## src/rtl/sw_irq_ctrl_if.sv

```systemverilog
// -----------------------------------------------------------------------------
// sw_irq_ctrl_if
// System-bus slave port bundle for the switch interrupt controller.
//   addr_i : byte address of the access (offset within the peripheral)
//   req_i  : access request
//   WE_i   : 1 = write, 0 = read
//   WD_i   : write data
//   RD_o   : registered read data, returned by the slave
// The master modport drives the request side; the slave modport returns RD_o.
// -----------------------------------------------------------------------------
interface sw_irq_ctrl_if;
    logic [31:0] addr_i;
    logic        req_i;
    logic        WE_i;
    logic [31:0] WD_i;
    logic [31:0] RD_o;

    modport master (
        output addr_i,
        output req_i,
        output WE_i,
        output WD_i,
        input  RD_o
    );

    modport slave (
        input  addr_i,
        input  req_i,
        input  WE_i,
        input  WD_i,
        output RD_o
    );
endinterface

```

## src/rtl/sw_irq_ctrl.sv

```systemverilog
// -----------------------------------------------------------------------------
// sw_irq_ctrl
// Bus-attached controller for the board switches. Synchronises and debounces
// the raw switch levels, exposes the debounced value, latches per-switch change
// events and raises a maskable level interrupt.
//
// Ports
//   clk_i     : system clock
//   rst_i     : asynchronous reset, active-low
//   bus       : system-bus slave (addr_i, req_i, WE_i, WD_i, RD_o)
//   sw_i      : raw asynchronous switch levels
//   int_o     : interrupt request (level, registered)
//   int_rst_i : interrupt acknowledge pulse, clears all pending events
//
// Register map (full 32-bit address compare)
//   0x00 VALUE RO   debounced switch value
//   0x04 MASK  RW   per-switch interrupt enable
//   0x08 PEND  W1C  per-switch change event
//   0x0C THR   RW   debounce threshold (cycles of stability minus one)
//   other          read 0, writes ignored
// -----------------------------------------------------------------------------
module sw_irq_ctrl #(
    parameter int          SW_W    = 16,
    parameter logic [15:0] DEB_RST = 16'd1000
) (
    input  logic             clk_i,
    input  logic             rst_i,
    sw_irq_ctrl_if.slave     bus,
    input  logic [SW_W-1:0]  sw_i,
    output logic             int_o,
    input  logic             int_rst_i
);

    localparam logic [31:0] ADDR_VALUE = 32'h0000_0000;
    localparam logic [31:0] ADDR_MASK  = 32'h0000_0004;
    localparam logic [31:0] ADDR_PEND  = 32'h0000_0008;
    localparam logic [31:0] ADDR_THR   = 32'h0000_000C;

    // State
    logic [SW_W-1:0] s1_reg;
    logic [SW_W-1:0] s2_reg;
    logic [SW_W-1:0] raw_prev_reg;
    logic [SW_W-1:0] stable_reg;
    logic [15:0]     cnt_reg;
    logic [SW_W-1:0] pend_reg;
    logic [SW_W-1:0] mask_reg;
    logic [15:0]     thr_reg;
    logic [31:0]     rd_reg;
    logic            int_reg;

    // Next-state
    logic [SW_W-1:0] stable_next;
    logic [15:0]     cnt_next;
    logic [SW_W-1:0] set_bits;
    logic [SW_W-1:0] pend_next;
    logic [SW_W-1:0] mask_next;
    logic [15:0]     thr_next;
    logic [31:0]     rd_next;
    logic            int_next;

    // Bus decode
    logic wr_en;
    logic rd_en;
    logic wr_mask;
    logic wr_pend;
    logic wr_thr;

    assign wr_en   = bus.req_i &  bus.WE_i;
    assign rd_en   = bus.req_i & ~bus.WE_i;
    assign wr_mask = wr_en && (bus.addr_i == ADDR_MASK);
    assign wr_pend = wr_en && (bus.addr_i == ADDR_PEND);
    assign wr_thr  = wr_en && (bus.addr_i == ADDR_THR);

    // Upper write-data bits carry no register field.
    logic unused_wd;
    assign unused_wd = ^bus.WD_i[31:16];

    // Debounce: a single shared counter measures how long the synchronised
    // vector has been both steady and different from the debounced value.
    // Any movement, or a return to the debounced value, restarts the count.
    always_comb begin
        cnt_next    = cnt_reg;
        stable_next = stable_reg;
        set_bits    = '0;
        if (s2_reg != raw_prev_reg) begin
            cnt_next = '0;
        end else if (s2_reg == stable_reg) begin
            cnt_next = '0;
        end else if (cnt_reg == thr_reg) begin
            stable_next = s2_reg;
            set_bits    = stable_reg ^ s2_reg;
            cnt_next    = '0;
        end else begin
            cnt_next = cnt_reg + 16'd1;
        end
    end

    // Pending bits: a debounce event wins over a W1C clear, which wins over
    // the interrupt acknowledge (which clears everything else).
    genvar gi;
    generate
        for (gi = 0; gi < SW_W; gi++) begin : g_pend
            assign pend_next[gi] = set_bits[gi]
                                 | (pend_reg[gi]
                                    & ~(wr_pend & bus.WD_i[gi])
                                    & ~int_rst_i);
        end
    endgenerate

    assign mask_next = wr_mask ? bus.WD_i[SW_W-1:0] : mask_reg;
    assign thr_next  = wr_thr  ? bus.WD_i[15:0]     : thr_reg;

    // Interrupt follows the post-edge PEND/MASK so a mask or clear write
    // takes effect on int_o at the same edge.
    assign int_next = |(pend_next & mask_next);

    // Read mux samples the pre-edge register contents.
    always_comb begin
        rd_next = rd_reg;
        if (rd_en) begin
            case (bus.addr_i)
                ADDR_VALUE: rd_next = {{(32-SW_W){1'b0}}, stable_reg};
                ADDR_MASK:  rd_next = {{(32-SW_W){1'b0}}, mask_reg};
                ADDR_PEND:  rd_next = {{(32-SW_W){1'b0}}, pend_reg};
                ADDR_THR:   rd_next = {16'd0, thr_reg};
                default:    rd_next = 32'd0;
            endcase
        end
    end

    always_ff @(posedge clk_i or negedge rst_i) begin
        if (!rst_i) begin
            s1_reg       <= '0;
            s2_reg       <= '0;
            raw_prev_reg <= '0;
            stable_reg   <= '0;
            cnt_reg      <= '0;
            pend_reg     <= '0;
            mask_reg     <= '0;
            thr_reg      <= DEB_RST;
            rd_reg       <= '0;
            int_reg      <= 1'b0;
        end else begin
            s1_reg       <= sw_i;
            s2_reg       <= s1_reg;
            raw_prev_reg <= s2_reg;
            stable_reg   <= stable_next;
            cnt_reg      <= cnt_next;
            pend_reg     <= pend_next;
            mask_reg     <= mask_next;
            thr_reg      <= thr_next;
            rd_reg       <= rd_next;
            int_reg      <= int_next;
        end
    end

    assign bus.RD_o = rd_reg;
    assign int_o    = int_reg;

endmodule

```

## src/flat_wrapper.sv

```systemverilog
// flat-port wrapper written by rule: the top's interface ports become plain ports
module sw_irq_ctrl_flat 
#(
    parameter int          SW_W    = 16,
    parameter logic [15:0] DEB_RST = 16'd1000
)
  (clk_i, rst_i, sw_i, int_o, int_rst_i, bus_addr_i, bus_req_i, bus_WE_i, bus_WD_i, bus_RD_o);
  sw_irq_ctrl_if bus_i ();
  input  logic clk_i;
  input  logic rst_i;
  input  logic [SW_W-1:0] sw_i;
  output logic int_o;
  input  logic int_rst_i;
  input wire logic [$bits(bus_i.addr_i)-1:0] bus_addr_i;
  input wire logic [$bits(bus_i.req_i)-1:0] bus_req_i;
  input wire logic [$bits(bus_i.WE_i)-1:0] bus_WE_i;
  input wire logic [$bits(bus_i.WD_i)-1:0] bus_WD_i;
  output wire logic [$bits(bus_i.RD_o)-1:0] bus_RD_o;
  assign bus_i.addr_i = bus_addr_i;
  assign bus_i.req_i = bus_req_i;
  assign bus_i.WE_i = bus_WE_i;
  assign bus_i.WD_i = bus_WD_i;
  assign bus_RD_o = bus_i.RD_o;
  sw_irq_ctrl #(.SW_W(SW_W), .DEB_RST(DEB_RST)) u_core (.clk_i(clk_i), .rst_i(rst_i), .bus(bus_i), .sw_i(sw_i), .int_o(int_o), .int_rst_i(int_rst_i));
endmodule
```

## config.mk

```make
export PLATFORM = sky130hd
export DESIGN_NAME = sw_irq_ctrl_flat
export DESIGN_NICKNAME = d
export VERILOG_FILES = /design/src/rtl/sw_irq_ctrl_if.sv /design/src/rtl/sw_irq_ctrl.sv /design/src/flat_wrapper.sv
export SDC_FILE = /design/constraint.sdc
export NUM_CORES = 1
export LEC_CHECK = 0
export BUFFER_PORTS_ARGS = -buffer_cell sky130_fd_sc_hd__buf_2
export CORE_ASPECT_RATIO = 1.5
export CORE_MARGIN = 3
export CORE_UTILIZATION = 43
export DETAILED_ROUTE_END_ITERATION = 8
export PLACE_DENSITY = 0.62
export REMOVE_ABC_BUFFERS = 1
export SLEW_MARGIN = 20
export SYNTH_ARGS = -nofsm -noshare
export SYNTH_HDL_FRONTEND = slang
export SYNTH_SLANG_ARGS = --single-unit
```

## constraint.sdc

```tcl
create_clock -name clk_i -period 6.8 [get_ports clk_i]
set_input_delay 0.68 -clock clk_i [delete_from_list [all_inputs] [get_ports clk_i]]
set_output_delay 0.68 -clock clk_i [all_outputs]
set_load 0.05 [all_outputs]
```

**Word-level counts from Yosys, hierarchy flattened**

Index checks and enable logic that the tools add are counted.

- Reductions and logical operators: 6
- Mux-type cells: 8
- Equal/unequal tests: 6
- Bitwise logic cells: 88
- Add/sub/neg operators: 1

Operators by type and width:

| kind | count |
|---|---|
| $mux W16 | 7 |
| $eq A32 B4 Y1 const B | 2 |
| $pmux W16 S4 | 1 |
| $and A1 B1 Y1 | 50 |
| $eq A16 B16 Y1 | 2 |
| $eq A32 B3 Y1 const B | 1 |
| $logic_not A32 Y1 | 1 |
| $not A1 Y1 | 20 |
| $add A16 B1 Y16 const B | 1 |
| $and A16 B16 Y16 | 1 |
| $ne A16 B16 Y1 | 1 |
| $or A1 B1 Y1 | 16 |
| $reduce_or A16 Y1 | 1 |
| $xor A16 B16 Y16 | 1 |
| $logic_and A1 B1 Y1 | 3 |
| $reduce_and A3 Y1 | 1 |

- Register bits: 161
- Bits of input ports: 85
- Output and inout bits: 33
- Logic and storage cells: 119

**Depth between registers and ports, before layout**

Gate-level depths: netlist of the first run.

- Word-level depth: 9
- Depth in mapped cells: 9
- Gate-level depth less buffers: 7

**Worst setup path before layout of the first run**

No wires, ideal clock.

- Path type: input-to-reg
- Start: in bus_addr_i[2]
- End: reg u_core.int_reg, in the netlist u_core.int_o
- Data required time: 6.654 ns
- Path slack: 3.631 ns
- Arrival: 3.023 ns
- Setup time: 0.146 ns
- Path buffers: 2
- Cell stages on the path: 8
- Cells stage by stage: clkbuf_1 > nand3_1 > nor4_2 > clkbuf_1 > mux2_2 > a21boi_0 > a2111oi_1 > nand4_1

- Elaborated cells on any way between the ends: 87
- Classes of those cells: 2 x eq/ne; 1 x mux; 81 x bitwise; 3 x reduce/logical

RTL lines:

| element | RTL line | RTL |
|---|---|---|
| start, declared | flat_wrapper.sv:14 | `input wire logic [$bits(bus_i.addr_i)-1:0] bus_addr_i;` |
| $eq A32 B3 Y1 | sw_irq_ctrl.sv:70 | `assign wr_mask = wr_en && (bus.addr_i == ADDR_MASK);` |
| $logic_and A1 B1 Y1 | sw_irq_ctrl.sv:70 |  |
| $mux W16 | sw_irq_ctrl.sv:110 | `assign mask_next = wr_mask ? bus.WD_i[SW_W-1:0] : mask_reg;` |
| via u_core.mask_next[3] | sw_irq_ctrl.sv:56 | `logic [SW_W-1:0] mask_next;` |
| $and A16 B16 Y16 | sw_irq_ctrl.sv:115 | `assign int_next = \|(pend_next & mask_next);` |
| $reduce_or A16 Y1 | sw_irq_ctrl.sv:115 |  |
| via u_core.int_next | sw_irq_ctrl.sv:59 | `logic int_next;` |
| end signal, assigned | sw_irq_ctrl.sv:153 | `int_reg <= int_next;` |
| end, declared | sw_irq_ctrl.sv:49 | `logic int_reg;` |

The timed path passes the listed nets, and every way through them passes these cells.
A chain may end at the register's enable or synchronous reset.

**Worst setup path after layout of the first run**

- Start: reg u_core.s2_reg[4]
- End: reg u_core.int_reg, in the netlist u_core.int_o

- Elaborated cells on any way between the ends: 24
- Classes of those cells: 2 x eq/ne; 3 x mux; 18 x bitwise; 1 x reduce/logical

RTL lines:

| element | RTL line | RTL |
|---|---|---|
| start, declared | sw_irq_ctrl.sv:41 | `logic [SW_W-1:0] s2_reg;` |
| start signal, assigned | sw_irq_ctrl.sv:145 | `s2_reg <= s1_reg;` |
| $eq A16 B16 Y1 | sw_irq_ctrl.sv:87 | `end else if (s2_reg == stable_reg) begin` |
| $mux W16 | sw_irq_ctrl.sv:87 |  |
| $mux W16 (*) | sw_irq_ctrl.sv:85 | `if (s2_reg != raw_prev_reg) begin` |
| $or A1 B1 Y1 (*) | sw_irq_ctrl.sv:104 | `\| (pend_reg[gi]` |
| via u_core.pend_next[6] | sw_irq_ctrl.sv:55 | `logic [SW_W-1:0] pend_next;` |
| $and A16 B16 Y16 (*) | sw_irq_ctrl.sv:115 |  |
| $reduce_or A16 Y1 (*) | sw_irq_ctrl.sv:115 |  |
| via u_core.int_next | sw_irq_ctrl.sv:59 |  |

Mark *: on every way through the listed nets, which the timed path passes. The rest lies on a longest branch.

==> metrics.md, run 1 <==
| Metric | Value |
|---|---|
| CP Data Required Time | `7040 ps` |
| Clock network fraction of design power | `47.3%` |
| # DRC | `0` |
| Setup TNS | `0 ps` |
| Core box area | `between 10,000 and 15,000 µm²` |
| Detailed-placement wirelength estimate | `10,600 µm` |
| Flop pwr share | `47.8%` |
| Clock slew at the register clock pins of the worst setup and hold paths | `60 ps` |
| Slew Limit Fails | `0` |
| Nets | `~700` |
| Hold WC Path Type | `in2async` |
| Final wirelength | `roughly 15,000 µm` |
| Most used routing layer | `met2` |
| Initial DRT Pass Iterations | `5` |
| Area share of the largest cell type after synthesis | `54.0%` |
| Worst setup path start | `u_core.s2_reg[4]` |
| Placer congestion estimate | `0.851` |
| Psw | `433 µW` |
| Max Cap Violations | `0` |
| Count of final setup violators | `0` |
| Pwr Total | `1860 µW` |
| Critical path arrival | `4290 ps` |
| Global Route met1 Usage | `21.8%` |
| Crit share post-route | `59.6%` |
| Crit path max fanout | `20` |
| CTS Buf Count | `17` |
| Chip width | `106 µm` |
| Main flop type after synthesis | `dfrtp_1` |
| Buffers on Ports | `85` |
| Maximum VDD drop | `between 100 and 150 µV` |
| Cts hold-fix bufs | `0` |
| Met3 Use GR | `3.64%` |
| First-pass GRT wire length | `23,400 µm` |
| Root buffer cell | `clkbuf_16` |
| FFs w/ async S/R, synth | `between 90% and 100%` |
| Cell Area, Placed | `7020 µm²` |
| Placed cells | `approximately 780` |
| Internal power | `1430 µW` |
| Top post-synthesis cells by area | `dfrtp_1 (54%), mux2_2 (8.4%), mux4_2 (5.6%)` |
| Fin area | `7590 µm²` |
| Worst-Skew Late Latency | `between 400 and 500 ps` |
| Die height | `~160 µm` |
| #FFs+latches synth | `145` |
| Layout cells sized above 1 | `32.7%` |
| Placement row count | `54` |
| Num ports | `118` |
| Clock Tree Buf Depth | `2` |
| Seq/Total Area, Yosys | `56.5%` |
| Gate power share | `4.9%` |
| Fmax | `0.247 GHz` |
| Gr usage total | `roughly 19%` |
| Reg2Reg Capture Point | `u_core.int_o` |
| EDFF count, synth | `0` |
| Max_slew headroom | `34.3%` |
| Synth area leader | `dfrtp_1` |
| Routed Antenna Nets | `0` |
| Mapped Avg Cell Area | `approximately 12 µm²` |
| Filler instances | `1,308` |
| CP Launch Type | `register` |
| YS warnings | `0` |
| DR WL/cell | `roughly 18 µm` |
| Vias | `4,240` |
| Htree depth | `4` |
| Post-CTS Setup Repair Bufs | `0` |
| Netlist cell types | `35` |
| Lkg Pwr | `roughly 0.0034 µW` |
| GRT overflow | `0` |
| CP endpoint kind | `register` |
| DR vias/cell | `5.25` |
| Area Growth Syn to Fin | `17.8%` |
| Status | `finished, final reports clean` |
| Reg2Reg Depth | `7` |
| Largest net degree at the start of global routing | `around 80` |
| Critical R2R Launch | `u_core.s2_reg[4]` |
| CTS resizes | `0` |
| Initial core utilization | `approximately 44%` |
| Die footprint | `roughly 17,000 µm²` |
| Number of clock sinks | `around 150` |
| RSZ-0062 raised after global routing | `no` |
| Ant diodes | `0` |
| Critical path class | `reg2reg` |
| Least-Margin Pin Slew | `slightly below 1000 ps` |
| Clk_skew | `10.9 ps` |
| Crit path to | `u_core.int_o` |
| Synthesized instance count | `just over 500` |
| Fin cells | `807` |
| Met2 Track Usage GR | `between 30% and 40%` |
| R2R Setup Slk | `2750 ps` |
| Crit path time final | `4050 ps` |
| TritonCTS clock tree | `done` |
| 1st-iter DRT viols | `194` |
| Vias in the first global route | `4,435` |
| Post-Route Utilization | `52.0%` |
| Final number of hold-violating endpoints | `0` |
| Sw Share | `roughly 23%` |
| Initial antenna violation count | `0` |
| PD cells | `245 nW/µm²` |
| Synth Cell Area | `6440 µm²` |
==> cells in the final DEF, fill, tap and decap left out, drive strengths merged, types with 5 or more instances in the layout <==
cell type	n
buf	90
a211o	12
a21boi	12
nand3	8
conb	16
clkinv	5
nor4	10
dfstp	6
inv	20
xor2	24
dfrtp	139
clkbuf	20
mux4	16
mux2	48
nand2	54
o2111ai	12
nor2	21
o21ai	17
nand4	13
xnor2	38
==> power by group through the flow <==
stage | Sequential, µW | Clock [µW] | Combinational [µW]
floorplan | 901 | 0 | 40.5
global placement | 905 | 0 | 91.6
detailed placement | 906 | 0 | 93.3
CTS | 890 | 895 | 94.0
global route | 891 | 933 | 102
finish | 890 | 880 | 92.1
==> per-layer routing <==
layer | wire (µm) | part of all wire [%]
met3 | 623 | 4.2
met4 | 497 | 3.4
met5 | 0 | 0
met1 | 5680 | 39
met2 | 7900 | 54
==> cells in the mapped netlist, types with 4 or more instances <==
cell and number:
inv_1 18, o2111ai_1 12, or2_2 4, nor4_1 9, mux2_2 48, a211o_1 12, nand4_1 13, xnor2_1 38
buf_4 16, xor2_1 24, or4_1 4, clkbuf_1 20, nor2_1 21, mux4_2 16, nand3_1 8, a32o_1 4
nand2_1 54, dfrtp_1 139, dfstp_2 6, o21ai_0 17, a21boi_0 12
==> worst min path at each step <==
stage | start | end | cells past startpoint
after CTS | rst_i | u_core.s1_reg[0] | 1
after detailed placement | u_core.s1_reg[7] | u_core.s2_reg[7] | 0
final | rst_i | u_core.s1_reg[0] | 1
after global placement | u_core.s1_reg[12] | u_core.s2_reg[12] | 0
after global routing | rst_i | u_core.s1_reg[8] | 1
after floorplan | u_core.s1_reg[0] | u_core.s2_reg[0] | 0
==> through the flow <==
stage / setup slack (ps) / hold WS (ps)
floorplan: 3500 / 331
global placement: 2930 / 334
detailed placement: 2880 / 335
CTS: 2850 / 305
global route: 2680 / 319
finish: 2750 / 267
==> area by class of cell <==
| type | count | area, µm² | share of cell area (%) |
|---|---|---|---|
| flip-flops and latches | 145 | 3640 | 47.9 |
| multi-input cells | 327 | 2610 | 34.3 |
| repair buffers | 90 | 469 | 6.19 |
| clock buffers | 20 | 457 | 6.02 |
| well taps | 196 | 245 | 3.23 |
| clock inverters | 11 | 106 | 1.40 |
| inverters | 18 | 67.6 | 0.891 |
==> critical path, stage by stage (launching register included) <==
cell	delay, ps
dfrtp_1	450
xor2_1	200
or4_1	530
or4_1	700
o211a_1	660
a32o_1	370
a2111oi_0	720
nand4_1	230
==> kinds of logic after synthesis <==
logic type                 share of synthesized area, %
DFF                                                56.5
and+or+nand+nor                                    8.94
muxes                                              14.0
AOI/OAI and AO/OA                                  7.35
xor gates and xnor gates                           8.44
buffers and inverters                              4.55
adders and majority gates                         0.194
other                                            0.0583
(Power assumes the default switching activity.)
==> run 2: changes to the inputs <==
--- a/config.mk
+++ b/config.mk
@@ -5,12 +5,13 @@
 export SDC_FILE = /design/constraint.sdc
 export NUM_CORES = 1
 export LEC_CHECK = 0
+export ABC_AREA = 1
 export BUFFER_PORTS_ARGS = -buffer_cell sky130_fd_sc_hd__buf_2
 export CORE_ASPECT_RATIO = 1.5
 export CORE_MARGIN = 3
 export CORE_UTILIZATION = 43
 export DETAILED_ROUTE_END_ITERATION = 8
-export PLACE_DENSITY = 0.62
+export PLACE_DENSITY = 0.64
 export REMOVE_ABC_BUFFERS = 1
 export SLEW_MARGIN = 20
 export SYNTH_ARGS = -nofsm -noshare
==> constraint.sdc (replaced) <==
create_clock -name clk_i -period 3.25 [get_ports clk_i]
set_input_delay 0.325 -clock clk_i [delete_from_list [all_inputs] [get_ports clk_i]]
set_output_delay 0.325 -clock clk_i [all_outputs]
set_load 0.05 [all_outputs]
==> run 2 against run 1 <==
Clock power grew 140%. Sequential cell count is the same. Maximum frequency grew 72%. Die area grew 4.3%. Critical path depth grew 3. Register-to-register slack lost 1900 ps. Synthesized cell count grew 52%. Combinational power grew 130%. Critical endpoint is now u_core.stable_reg[2]. Largest power group is now the clock network. Highest routed layer unchanged.
==> metrics.md, run 2 <==
| Metric | Value |
|---|---|
| Critical path depth | `10` |
| Vias | `around 5,200` |
| Area share of the largest cell type after synthesis | `51.7%` |
| Critical path buffer and inverter count | `1` |
| Fin area | `between 8000 and 9000 µm²` |
| Placer congestion estimate | `0.800` |
| DR vias/cell | `4.76` |
| Vias in the first global route | `5,384` |
| Post-Synth Simple-Gate Area | `24.2%` |
| Critical path's top delay family | `simple AND/OR/NAND/NOR gates` |
| Synth Area in Adders | `0.186%` |
| Leading cell types in the layout, fill and taps excluded | `nand2_1 (239), dfrtp_1 (139), buf_2 (84), inv_1 (79), nor2_1 (63)` |
| Crit path max fanout | `19` |
| Buffers on Ports | `between 80 and 90` |
| Top post-synthesis cells by area | `dfrtp_1 (52%), nand2_1 (13%), inv_1 (4.4%)` |
| CP Cell Sequence | `xnor2_1, nand2_1, nor2_1, nand2_1, nor2_4, nand2_1, inv_2, nand2_2, nand2_1, o21ai_0` |
| TritonCTS clock tree | `done` |
| Initial antenna violation count | `0` |
| Critical path arrival | `2640 ps` |
| Chip width | `108 µm` |
| Post-Route Utilization | `53.0%` |
| Maximum VDD drop | `309 µV` |
| Status | `finished, final reports clean` |
| CP Data Required Time | `approximately 3500 ps` |
| GRT overflow | `0` |
| EDFF count, synth | `0` |
| Clock slew at the register clock pins of the worst setup and hold paths | `60 ps` |
| Seq/Total Area, Yosys | `54.1%` |
| Worst-Skew Late Latency | `420 ps` |
| Routed Antenna Nets | `0` |
| FFs w/ async S/R, synth | `100%` |
| Least-Margin Pin Slew | `722 ps` |
| Synth area leader | `dfrtp_1` |
| Nets | `974` |
| Max Cap Violations | `0` |
| Hold WC Path Type | `in2reg` |
| # DRC | `0` |
| Largest net degree at the start of global routing | `79` |
| Post-Synth XOR/XNOR Area | `5.47%` |
| Critical path class | `reg2reg` |
| Die height | `between 150 and 200 µm` |
| CP max stage cell | `dfrtp_1` |
| Cell Area, Placed | `~7300 µm²` |
| Core box area | `15,200 µm²` |
| Synth Area in Compound Gates | `7.05%` |
| Pwr Total | `4140 µW` |
| Dpl ws | `868 ps` |
| Crit share post-route | `roughly 73%` |
| CP endpoint kind | `register` |
| Lkg Pwr | `0.00409 µW` |
| Filler instances | `1,488` |
| Final number of hold-violating endpoints | `0` |
| Most instantiated cells after synthesis | `nand2_1 (239), dfrtp_1 (139), inv_1 (79)` |
| #FFs+latches synth | `145` |
| Setup WS post-layout | `890 ps` |
| Multiplexer share of the synthesized area | `0.502%` |
| DR WL/cell | `14.1 µm` |
| Gr usage total | `19.3%` |
| Slew Limit Fails | `0` |
| Netlist cell types | `37` |
| CP Launch Type | `register` |
| Critical Path Max Stage Delay | `between 400 and 500 ps` |
| YS warnings | `0` |
| Initial DRT Pass Iterations | `4` |
| Area Growth Syn to Fin | `19.9%` |
| CTS Buf Count | `17` |
| Synth Cell Area | `6730 µm²` |
| Clock Tree Buf Depth | `2` |
| Synthesized instance count | `785` |
| First-pass GRT wire length | `26,000 µm` |
| Initial core utilization | `~44%` |
| Max_slew headroom | `51.9%` |
| Top-count cell post-synth | `nand2_1` |
| Mapped Avg Cell Area | `8.57 µm²` |
| Root buffer cell | `clkbuf_16` |
| Ant diodes | `0` |
| Clk_skew | `10.0 ps` |
| Htree depth | `4` |
| Count of final setup violators | `0` |
| Crit path time final | `between 2000 and 2500 ps` |
| Die footprint | `17,200 µm²` |
| Hold path cells | `1` |
| Main flop type after synthesis | `dfrtp_1` |
| Reg2Reg Depth | `10` |
| Largest family of logic cells by synthesized area | `simple AND/OR/NAND/NOR gates` |
| Setup TNS | `0 ps` |
| Layout cells sized above 1 | `16.8%` |
| Leading cell type in the layout, fill and taps excluded | `nand2_1` |
| RSZ-0062 raised after global routing | `no` |
| PD cells | `roughly 510 nW/µm²` |
| 1st-iter DRT viols | `198` |
| Fmax | `0.424 GHz` |
| Detailed-placement wirelength estimate | `11,100 µm` |
| Final wirelength | `15,500 µm` |
| Number of clock sinks | `145` |
| Placement row count | `55` |
| CP dominant cell by count | `nand2_1` |
| Num ports | `118` |
run 2: cell count changes after synthesis, moves of 21 or more:
cell	delta
nand2_1	+185
inv_1	+61
nand3_1	+49
mux2_2	-47
nor2_1	+42
o21ai_0	+21
run 2: cell type report:
| class | count | area, µm² | area share (%) |
|---|---|---|---|
| clock inverter | 14 | 204 | 2.53 |
| sequential | 145 | 3640 | 45.1 |
| clock buffer | 18 | 429 | 5.32 |
| inverter | 84 | 315 | 3.91 |
| timing repair buffer | 109 | 657 | 8.14 |
| multi-input combinational | 531 | 2580 | 31.9 |
| tap | 199 | 249 | 3.09 |
run 2: worst paths after layout:
kind / slack, ps / from / endpoint
worst max-delay path: 890 / u_core.s2_reg[14] / u_core.stable_reg[2]
worst min-delay path: 10 / sw_i[9] / u_core.s1_reg[9]
worst max register to register: 890 / u_core.s2_reg[14] / u_core.stable_reg[2]
worst min register to register: 350 / u_core.s1_reg[14] / u_core.s2_reg[14]
max in group asynchronous: 1940 / rst_i / u_core.bus.RD_o[7]
min in group asynchronous: 500 / rst_i / u_core.bus.RD_o[13]
run 2: timing repair:
item | 4_1_cts | 5_1_grt
endpoints found under the setup margin | 0 | 0
resized for setup | 0 | 0
hold endpoints to repair | 80 | 2
buffers inserted | 0 | 0
hold buffers | 11 | 2
run 2: cells by family after synthesis:
group | Yosys count
other | 1
xor gates and xnor gates | 42
muxes | 3
buffers and inverters | 124
DFF | 145
adders and majority gates | 1
and+or+nand+nor | 389
AOI/OAI and AO/OA | 80
run 2: through the flow:
stage | cells | hold slack (ps)
after global routing | 1100 | 3.83
after detailed placement | 1055 | 335
final | 1100 | 11.4
after floorplan | 760 | 29.4
after CTS | 1098 | 0.134
after global placement | 1055 | 332
run 2: power breakdown:
group | total (µW) | internal (µW) | switching [µW]
logic | 211 | 70.8 | 140
registers | 1860 | 1840 | 20.2
clock network | 2080 | 1300 | 776
total | 4140 | 3210 | 936
run 2: per-layer routing:
layer | share of wire [%] | global-route usage (%) | vias to the layer above | wire length [µm]
li1 | - | - | 2641 | -
met4 | 3.0 | 8.96 | 0 | 472
met2 | 53 | 33.7 | 118 | 8210
met3 | 3.5 | 3.00 | 31 | 537
met1 | 41 | 23.0 | 2449 | 6330
met5 | 0 | 0 | - | 0
==> run 3: changes to the inputs <==
==> constraint.sdc (replaced) <==
create_clock -name clk_i -period 2.14 [get_ports clk_i]
set_input_delay 0.214 -clock clk_i [delete_from_list [all_inputs] [get_ports clk_i]]
set_output_delay 0.214 -clock clk_i [all_outputs]
set_load 0.05 [all_outputs]
==> run 3 against run 2 <==
Final cell count up 1.6%. Setup slack worse by 750 ps. Die area did not move. Power rose by 45%. Clock skew about the same. Count of clock-buffer cells in the layout fell by 1. Combinational power grew 56%. Maximum frequency is 18% higher.
==> metrics.md, run 3 (synthesis results as in run 2) <==
| Metric | Value |
|---|---|
| Htree depth | `4` |
| Pwr Total | `6010 µW` |
| Clock network fraction of design power | `47.6%` |
| Maximum VDD drop | `452 µV` |
| Final wirelength | `15,500 µm` |
| Critical Path Max Stage Delay | `about 560 ps` |
| # DRC | `0` |
| Crit path time final | `2000 ps` |
| Fin area | `8240 µm²` |
| Crit path max fanout | `16` |
| 1st-iter DRT viols | `259` |
| Placer congestion estimate | `0.815` |
| Final number of hold-violating endpoints | `0` |
| CP Launch Type | `register` |
| Die footprint | `17,200 µm²` |
| Met2 Track Usage GR | `33.7%` |
| CP endpoint kind | `register` |
| Vias in the first global route | `about 5,200` |
| Die height | `159 µm` |
| Global Route met1 Usage | `22.2%` |
| Crit share post-route | `93.2%` |
| Placement row count | `55` |
| FF+latch area | `3640 µm²` |
| GRT overflow | `0` |
| Lkg Pwr | `0.00417 µW` |
| Fmax | `0.501 GHz` |
| Count of final setup violators | `0` |
| Worst-Skew Late Latency | `420 ps` |
| DR vias/cell | `approximately 4.7` |
| TritonCTS clock tree | `done` |
| Buffers on Ports | `85` |
| Initial DRT Pass Iterations | `5` |
| Detailed-placement wirelength estimate | `around 11,000 µm` |
| Layout cells sized above 1 | `18.3%` |
| Footprint of the multi-input gates | `2590 µm²` |
| Cell Area, Placed | `7420 µm²` |
| Gate power share | `5.5%` |
| Largest net degree at the start of global routing | `57` |
| Initial antenna violation count | `0` |
| Status | `finished, final reports clean` |
| CP dominant cell by count | `nand2_1` |
| CP max stage cell | `dfstp_2` |
| Fin cells | `roughly 1,100` |
| CTS Buf Count | `17` |
| Internal power | `4540 µW` |
| Critical path buffer and inverter count | `2` |
| Slew Limit Fails | `0` |
| Num ports | `118` |
| Least-Margin Pin Slew | `581 ps` |
| Critical path arrival | `2340 ps` |
| Flop pwr share | `46.9%` |
| Gr usage total | `18.8%` |
| Chip width | `108 µm` |
| Filler instances | `1,425` |
| Most used routing layer | `met2` |
| Ant diodes | `0` |
| CP Data Required Time | `between 2000 and 2500 ps` |
| Number of clock sinks | `145` |
| Area Growth Syn to Fin | `22.5%` |
| Psw | `1470 µW` |
| Hold WC Path Type | `in2reg` |
| First-pass GRT wire length | `around 25,000 µm` |
| Vias | `5,268` |
| Leading cell types in the layout, fill and taps excluded | `nand2_1 (239), dfrtp_1 (138), buf_2 (84), inv_1 (78), nor2_1 (63)` |
| Clk_skew | `9.92 ps` |
| Sw Share | `between 20% and 30%` |
| Initial core utilization | `44.2%` |
| RSZ-0062 raised after global routing | `yes` |
| Critical path's top delay family | `simple AND/OR/NAND/NOR gates` |
| Core box area | `around 15,000 µm²` |
| Met3 Use GR | `3.49%` |
| Max_slew headroom | `61.2%` |
| Max Cap Violations | `0` |
| Routed Antenna Nets | `0` |
| Placed cells | `1,065` |
| Clock Tree Buf Depth | `2` |
| Critical path class | `reg2reg` |
| PD cells | `about 730 nW/µm²` |
| DR WL/cell | `13.8 µm` |
| Clock slew at the register clock pins of the worst setup and hold paths | `60 ps` |
| Leading cell type in the layout, fill and taps excluded | `nand2_1` |
| CP Cell Sequence | `xnor2_1, nand2_1, nor2_1, nand2_1, nor2_4, buf_12, nand3_1, nand2_1, nand2_1, nand2_1, inv_1, nand2_1, nor2_1, nand2_1` |
| Root buffer cell | `clkbuf_16` |
| Nets | `992` |
run 3: cell types whose count changed in the layout (fill, tap and decap cells not counted), moves of 2 or more:
cell	before	now
inv_8	1	3
bufinv_16	4	1
clkinvlp_4	2	5
dlygate4sd3_1	13	17
buf_12	1	5
buf_4	10	18
run 3: metal layers:
| layer | share of wire (%) | vias to the layer above | routed length, µm |
|---|---|---|---|
| met4 | 2.3 | 0 | 348 |
| met2 | 54 | 113 | 8290 |
| met5 | 0 | - | 0 |
| met3 | 3.7 | 24 | 567 |
| li1 | - | 2697 | - |
| met1 | 40 | 2434 | 6260 |
run 3: what timing repair did:
action / 4_1_cts / 5_1_grt
setup buffers: 0 / 2
endpoints found under the setup margin: 0 / 19
resized for setup: 0 / 4
hold buffers: 17 / 0
hold endpoints to repair: 65 / 0
run 3: path summary, 6_finish.rpt:
| path | endpoint | cells after the start | start | slack [ps] |
|---|---|---|---|---|
| setup / recovery | u_core.int_o | 14 | u_core.thr_reg[5] | 140 |
| hold / removal | u_core.thr_reg[11] | 2 | bus_WD_i[11] | 50 |
| setup reg to reg | u_core.int_o | 14 | u_core.thr_reg[5] | 140 |
| hold reg to reg | u_core.s2_reg[1] | 0 | u_core.s1_reg[1] | 350 |
| max in group asynchronous | u_core.thr_reg[5] | 3 | rst_i | 1070 |
| min in group asynchronous | u_core.bus.RD_o[13] | 2 | rst_i | 320 |
run 3: area by class of cell:
| class | count | area share (%) |
|---|---|---|
| multi-input cells | 531 | 31.4 |
| repair inverters | 1 | 0.0608 |
| repair buffers | 126 | 10.5 |
| clock inverters | 15 | 1.84 |
| flip-flops and latches | 145 | 44.2 |
| inverters | 84 | 3.87 |
| clock buffers | 17 | 5.17 |
| well taps | 199 | 3.02 |
run 3: power groups by stage:
| stage | Sequential (µW) | Combinational, µW | Clock, µW |
|---|---|---|---|
| floorplan | 2860 | 140 | 0 |
| global placement | 2870 | 310 | 0 |
| detailed placement | 2870 | 311 | 0 |
| CTS | 2820 | 336 | 2930 |
| global route | 2820 | 364 | 3050 |
| finish | 2820 | 329 | 2860 |
run 3: metrics by stage:
stage               hold WS [ps]  utilization [%]  setup slack, ps  setup TNS, ps
CTS                         36.2             53.7             34.3              0
detailed placement           223             48.8             48.2              0
finish                      54.1             54.2              145              0
global route                65.5             54.2            -54.6          -54.6
floorplan                  -81.6                -            -27.2          -82.0
global placement             225             48.8             88.0              0
run 3: worst register-to-register path, stage by stage (launching register included):
cell and delay, ps:
dfstp_2 560, xnor2_1 110, nand2_1 60, nor2_1 120
nand2_1 100, nor2_4 180, buf_12 170, nand3_1 110
nand2_1 100, nand2_1 60, nand2_1 60, inv_1 30
nand2_1 100, nor2_1 60, nand2_1 90
